`src/rtl/alu_result_fifo.sv`:
```
`default_nettype none
// ============================================================================
// Module      : alu_result_fifo
// Description : Capture FIFO for ALU results with sticky carry/overflow flags
//               and a saturating count of accepted operations.
// Revision    : 1.0 - initial release
// ============================================================================
module alu_result_fifo #(
    parameter int NUMBITS = 16,
    parameter int DEPTH   = 4,
    parameter int CNTBITS = 16
) (
    input  logic                       clk,
    input  logic                       reset,
    input  logic                       in_valid,
    output logic                       in_ready,
    input  logic [2:0]                 in_opcode,
    input  logic [NUMBITS-1:0]         in_result,
    input  logic                       in_carryout,
    input  logic                       in_overflow,
    input  logic                       in_zero,
    output logic                       out_valid,
    input  logic                       out_ready,
    output logic [2:0]                 out_opcode,
    output logic [NUMBITS-1:0]         out_result,
    output logic                       out_carryout,
    output logic                       out_overflow,
    output logic                       out_zero,
    output logic [$clog2(DEPTH):0]     fifo_level,
    input  logic                       sticky_clear,
    output logic                       sticky_carry,
    output logic                       sticky_overflow,
    output logic [CNTBITS-1:0]         op_count
);

    localparam int AW = $clog2(DEPTH);
    localparam int LW = AW + 1;
    localparam int EW = 3 + NUMBITS + 3;
    localparam logic [LW-1:0] c_full = LW'(DEPTH);

    logic [EW-1:0]      r_mem [DEPTH];
    logic [AW-1:0]      r_wr_ptr;
    logic [AW-1:0]      r_rd_ptr;
    logic [LW-1:0]      r_level;
    logic               r_sticky_carry;
    logic               r_sticky_overflow;
    logic [CNTBITS-1:0] r_op_count;

    logic               w_push;
    logic               w_pop;
    logic               w_out_valid;
    logic [EW-1:0]      w_head;

    assign in_ready    = (r_level != c_full) && !reset;
    assign w_out_valid = (r_level != '0) && !reset;
    assign w_push      = in_valid && in_ready;
    assign w_pop       = w_out_valid && out_ready;
    assign w_head      = r_mem[r_rd_ptr];

    // Storage is not reset: the level and pointers alone define what is held.
    always_ff @(posedge clk) begin
        if (w_push) begin
            r_mem[r_wr_ptr] <= {in_opcode, in_result, in_carryout, in_overflow, in_zero};
        end
    end

    always_ff @(posedge clk) begin
        if (reset) begin
            r_wr_ptr <= '0;
            r_rd_ptr <= '0;
            r_level  <= '0;
        end else begin
            if (w_push) begin
                r_wr_ptr <= r_wr_ptr + 1'b1;
            end
            if (w_pop) begin
                r_rd_ptr <= r_rd_ptr + 1'b1;
            end
            if (w_push && !w_pop) begin
                r_level <= r_level + 1'b1;
            end else if (w_pop && !w_push) begin
                r_level <= r_level - 1'b1;
            end
        end
    end

    // A new event in the same cycle as a clear takes priority over the clear.
    always_ff @(posedge clk) begin
        if (reset) begin
            r_sticky_carry    <= 1'b0;
            r_sticky_overflow <= 1'b0;
            r_op_count        <= '0;
        end else begin
            r_sticky_carry    <= (r_sticky_carry & ~sticky_clear) | (w_push & in_carryout);
            r_sticky_overflow <= (r_sticky_overflow & ~sticky_clear) | (w_push & in_overflow);
            if (w_push && (r_op_count != {CNTBITS{1'b1}})) begin
                r_op_count <= r_op_count + 1'b1;
            end
        end
    end

    assign out_valid       = w_out_valid;
    assign out_opcode      = w_out_valid ? w_head[EW-1 -: 3]         : 3'b000;
    assign out_result      = w_out_valid ? w_head[3 +: NUMBITS]      : '0;
    assign out_carryout    = w_out_valid ? w_head[2]                 : 1'b0;
    assign out_overflow    = w_out_valid ? w_head[1]                 : 1'b0;
    assign out_zero        = w_out_valid ? w_head[0]                 : 1'b0;
    assign fifo_level      = r_level;
    assign sticky_carry    = r_sticky_carry;
    assign sticky_overflow = r_sticky_overflow;
    assign op_count        = r_op_count;

endmodule
`default_nettype wire
```
`config.mk`:
```
export PLATFORM = sky130hd
export DESIGN_NAME = alu_result_fifo
export DESIGN_NICKNAME = d
export VERILOG_FILES = /design/src/rtl/alu_result_fifo.sv
export SDC_FILE = /design/constraint.sdc
export NUM_CORES = 1
export LEC_CHECK = 0
export BUFFER_PORTS_ARGS = -buffer_cell sky130_fd_sc_hd__buf_2
export CELL_PAD_IN_SITES_DETAIL_PLACEMENT = 1
export CELL_PAD_IN_SITES_GLOBAL_PLACEMENT = 2
export CORE_AREA = 2 2 118 120
export DETAILED_ROUTE_END_ITERATION = 10
export DIE_AREA = 0 0 120 122
export MAX_ROUTING_LAYER = met4
export PLACE_DENSITY = 0.71
export SLEW_MARGIN = 30
export SYNTH_ARGS = -nofsm -noshare
export SYNTH_HDL_FRONTEND = slang
export SYNTH_SLANG_ARGS = --single-unit
```
`constraint.sdc`:
```
create_clock -name clk -period 1.9 [get_ports clk]
set_clock_uncertainty 0.05 [all_clocks]
set_input_delay 0.19 -clock clk [delete_from_list [all_inputs] [get_ports clk]]
set_output_delay 0.19 -clock clk [all_outputs]
set_load 0.005 [all_outputs]
```
==> flow_metrics.tcl <==
set metrics [dict create \
    diodes 0 \
    grt_pass1_wl_microns 17000 \
    clkTransAtPathRegs_ns 0.05 \
    power_per_cell_area_mw_per_mm2 1180 \
    outcome "finished, violations left" \
    std_cell_rows 43 \
    finalHoldViolations 0 \
    dpl.cell_count 561 \
    fraction_of_synthesized_cell_area_taken_by_the_top_area_cell_type_pct 56.2 \
    global_route.usage.total_pct 16.2 \
    synth_fp_nets 328 \
    cpLargestDelayFamily "multiplexers" \
    grt_antenna_before_repair 0 \
    synth-seq-cells 115 \
    place.port_buffers 71 \
    grt_pass1_vias 3251 \
    ant_nets 0 \
    post-route-drc-count 0 \
    vdd_ir_drop_max_uv 617 \
    syn-instance-count 294 \
    timing.final.crit_share_pct 106 \
    critPathCaptureType "output port" \
    netlist_area_sq_mm 0.00470 \
    synthesis.area_per_instance_sq_um 16.0 \
    slew_headroom_pct 69.3 \
    yosys_warnings 0 \
    vias_per_cell 4.92 \
    post-synth-top-count-cell "sky130_fd_sc_hd__edfxtp_1" \
    design.core.area_sq_mm 0.0135 \
    worst-path-max-fanout 5 \
    fin_area_sq_mm 0.00665 \
    min_path_type "in -> reg" \
    max_slew.worst_pin.slew_ns 0.456 \
    crit_path_top_delay_cell "sky130_fd_sc_hd__mux4_2" \
    path_class "reg -> out" \
    post_dp_cell_area_sq_mm 0.00556 \
    post_synth_edffs 88 \
    yosys_most_used_dff "sky130_fd_sc_hd__edfxtp_1" \
    drt_iter0_drc 158 \
    grt.overflow.total 0 \
    synth_common_cells "88 x sky130_fd_sc_hd__edfxtp_1, 27 x sky130_fd_sc_hd__dfxtp_1, 23 x sky130_fd_sc_hd__and2_1" \
    vias 3055 \
    die_h_microns 122 \
    final_period_minus_worst_setup_slack_ns 2.01 \
    areaGrowthSynthToFinish_pct 41.5 \
    sequential_area_share_after_synthesis_pct 67.7 \
    drive_above_1_share_pct 42.2 \
    grt_max_degree 24 \
    synth_cell_types 44 \
    cp_data_required_time_ns 1.66 \
    fin_nets 462 \
    detail_route.wl_per_cell_microns 17.4 \
    static-leakage-power_uw 0.00246 \
    synth.area.top_cells "sky130_fd_sc_hd__edfxtp_1 56%, sky130_fd_sc_hd__dfxtp_1 12%, sky130_fd_sc_hd__mux4_2 11%" \
    instances_no_fill 621 \
    worst_slack_ns -0.114 \
    start_util_pct 34.8 \
    worst_ep_arrival_time_ns 1.77 \
    peak_clock_frequency_supported_by_timing_mhz 497 \
    clockBufferDepth 2 \
    synth.largest_area_cell "sky130_fd_sc_hd__edfxtp_1" \
    clkLatencyLatePin_ns 0.40 \
    timing.critical_path.cells "clkbuf_16, mux4_2, and2_1, buf_2" \
    timing.final.max_slew_violations 0 \
    cap_violations 0 \
    clock_tree.htree_level_count 4 \
    ioPinCount 72 \
    wl_microns 10800 \
    cts_tree "yes" \
    critPathBufInv 2 \
    setup_viol_count_final 23 \
    rsz0062_at_grt "yes" \
    failed_checks "negative setup slack" \
    startpoint_type "register" \
    fp.dieW_microns 120 \
    clock_sinks 115 \
    clockRootBuffer "sky130_fd_sc_hd__clkbuf_16" \
    design.die.area_sq_mm 0.0146 \
    dr.pass1.iters 4 \
    place.detailed.hpwl_microns 6560 \
    placer_congestion_estimate 0.763 \
    postSynth.asyncResetShare_pct 0 \
    number_of_buffers_inserted_during_clock_tree_synthesis 17 \
    critPathMaxStageDelay_ns 0.48 \
]
[area by class of cell]
| cell class | count | area (sq um) |
|---|---|---|
| clock buffers | 19 | 433 |
| multi-input cells | 158 | 1500 |
| well taps | 180 | 225 |
| fillers | 1351 | 6860 |
| repair buffers | 126 | 1060 |
| flip-flops and latches | 115 | 3200 |
| clock inverters | 13 | 189 |
| inverters | 10 | 45.0 |
[report_power, final]
part | leakage [uW] | switching [uW] | total [uW] | internal (uW)
clock | 0.000303 | 1060 | 3350 | 2300
combinational | 0.00114 | 629 | 1550 | 924
sequential | 0.00102 | 85.6 | 2960 | 2870
[worst paths after layout]
kind | start | cells past startpoint | slack, ns | to
worst max-delay path | register | 4 | -0.11 | out_result[1]
worst min-delay path | sticky_clear | 4 | 0.07 | sticky_overflow$_SDFF_PP0_
worst max register to register | fifo_level[2]$_SDFFE_PP0P_ | 9 | -0.08 | fifo_level[2]$_SDFFE_PP0P_
worst min register to register | op_count[11]$_SDFFE_PP0P_ | 2 | 0.45 | op_count[11]$_SDFFE_PP0P_
[cell usage in the layout (no fill, tap or decap), types with 8 or more instances in the layout]
cell | Yosys | final
sky130_fd_sc_hd__edfxtp_1 | 88 | 88
sky130_fd_sc_hd__buf_2 | 3 | 57
sky130_fd_sc_hd__dfxtp_1 | 27 | 23
sky130_fd_sc_hd__mux4_2 | 22 | 22
sky130_fd_sc_hd__dlygate4sd3_1 | 0 | 22
sky130_fd_sc_hd__buf_4 | 2 | 22
sky130_fd_sc_hd__clkbuf_16 | 0 | 19
sky130_fd_sc_hd__buf_6 | 0 | 15
sky130_fd_sc_hd__and2_4 | 0 | 14
sky130_fd_sc_hd__nand2_1 | 12 | 12
sky130_fd_sc_hd__nor2_1 | 10 | 10
sky130_fd_sc_hd__and2_1 | 23 | 9
sky130_fd_sc_hd__a21oi_1 | 10 | 9
sky130_fd_sc_hd__inv_1 | 9 | 8
[flip-flops by register name, indices dropped and copies added (netlist names), named ones only]
register / flops
r_wr_ptr: 2
r_rd_ptr: 2
sticky_carry: 1
r_mem: 88
op_count: 16
fifo_level: 3
sticky_overflow: 1
[through the flow]
step | hold WS [ns] | setup WS (ns) | utilization [%] | setup TNS [ns] | power (uW)
6_report | 0.0743 | -0.114 | 49.2 | -2.05 | 7870
2_1_floorplan | 0.239 | -0.0932 | - | -0.153 | 3650
5_1_grt | 0.0873 | -0.170 | 49.2 | -3.45 | 8180
4_1_cts | 0.0620 | -0.160 | 48.4 | -2.73 | 7820
3_3_place_gp | 0.352 | -0.0474 | 41.2 | -0.0588 | 4180
3_5_place_dp | 0.360 | -0.119 | 41.2 | -0.198 | 4220
[metal layers]
layer	part of all wire, %	vias up	global-route usage, %
met1	42	1548	18.1
met4	1.0	0	6.40
met3	3.8	11	4.21
li1	-	1425	-
met2	54	71	27.8
met5	0	-	-
[worst min-delay path, cell delays in order]
cell and delay [ns]:
sky130_fd_sc_hd__buf_2 0.09, sky130_fd_sc_hd__nor2b_1 0.04, sky130_fd_sc_hd__a21oi_1 0.12, sky130_fd_sc_hd__nor2_1 0.05
[cells by family (layout without fill, tap and decap cells)]
| group | after synthesis | in the layout | share of synthesized area (%) |
|---|---|---|---|
| fa+ha+maj | 7 | 7 | 2.02 |
| simple gates | 89 | 89 | 11.5 |
| buf+inv | 21 | 168 | 1.92 |
| xor+xnor | 5 | 5 | 0.932 |
| mux | 27 | 27 | 11.6 |
| flops | 115 | 115 | 67.7 |
| compound gates | 30 | 30 | 4.31 |
[timing repair]
item                                   in CTS  in global routing
cloned                                      1                  2
resized for setup                          24                 10
endpoints found under the hold margin      88                  0
setup endpoints to repair                  25                 25
setup buffers                               1                  2
pin swaps                                   2                 21
hold buffers                               22                  0
No activity file was read; power rests on OpenSTA's default activity.
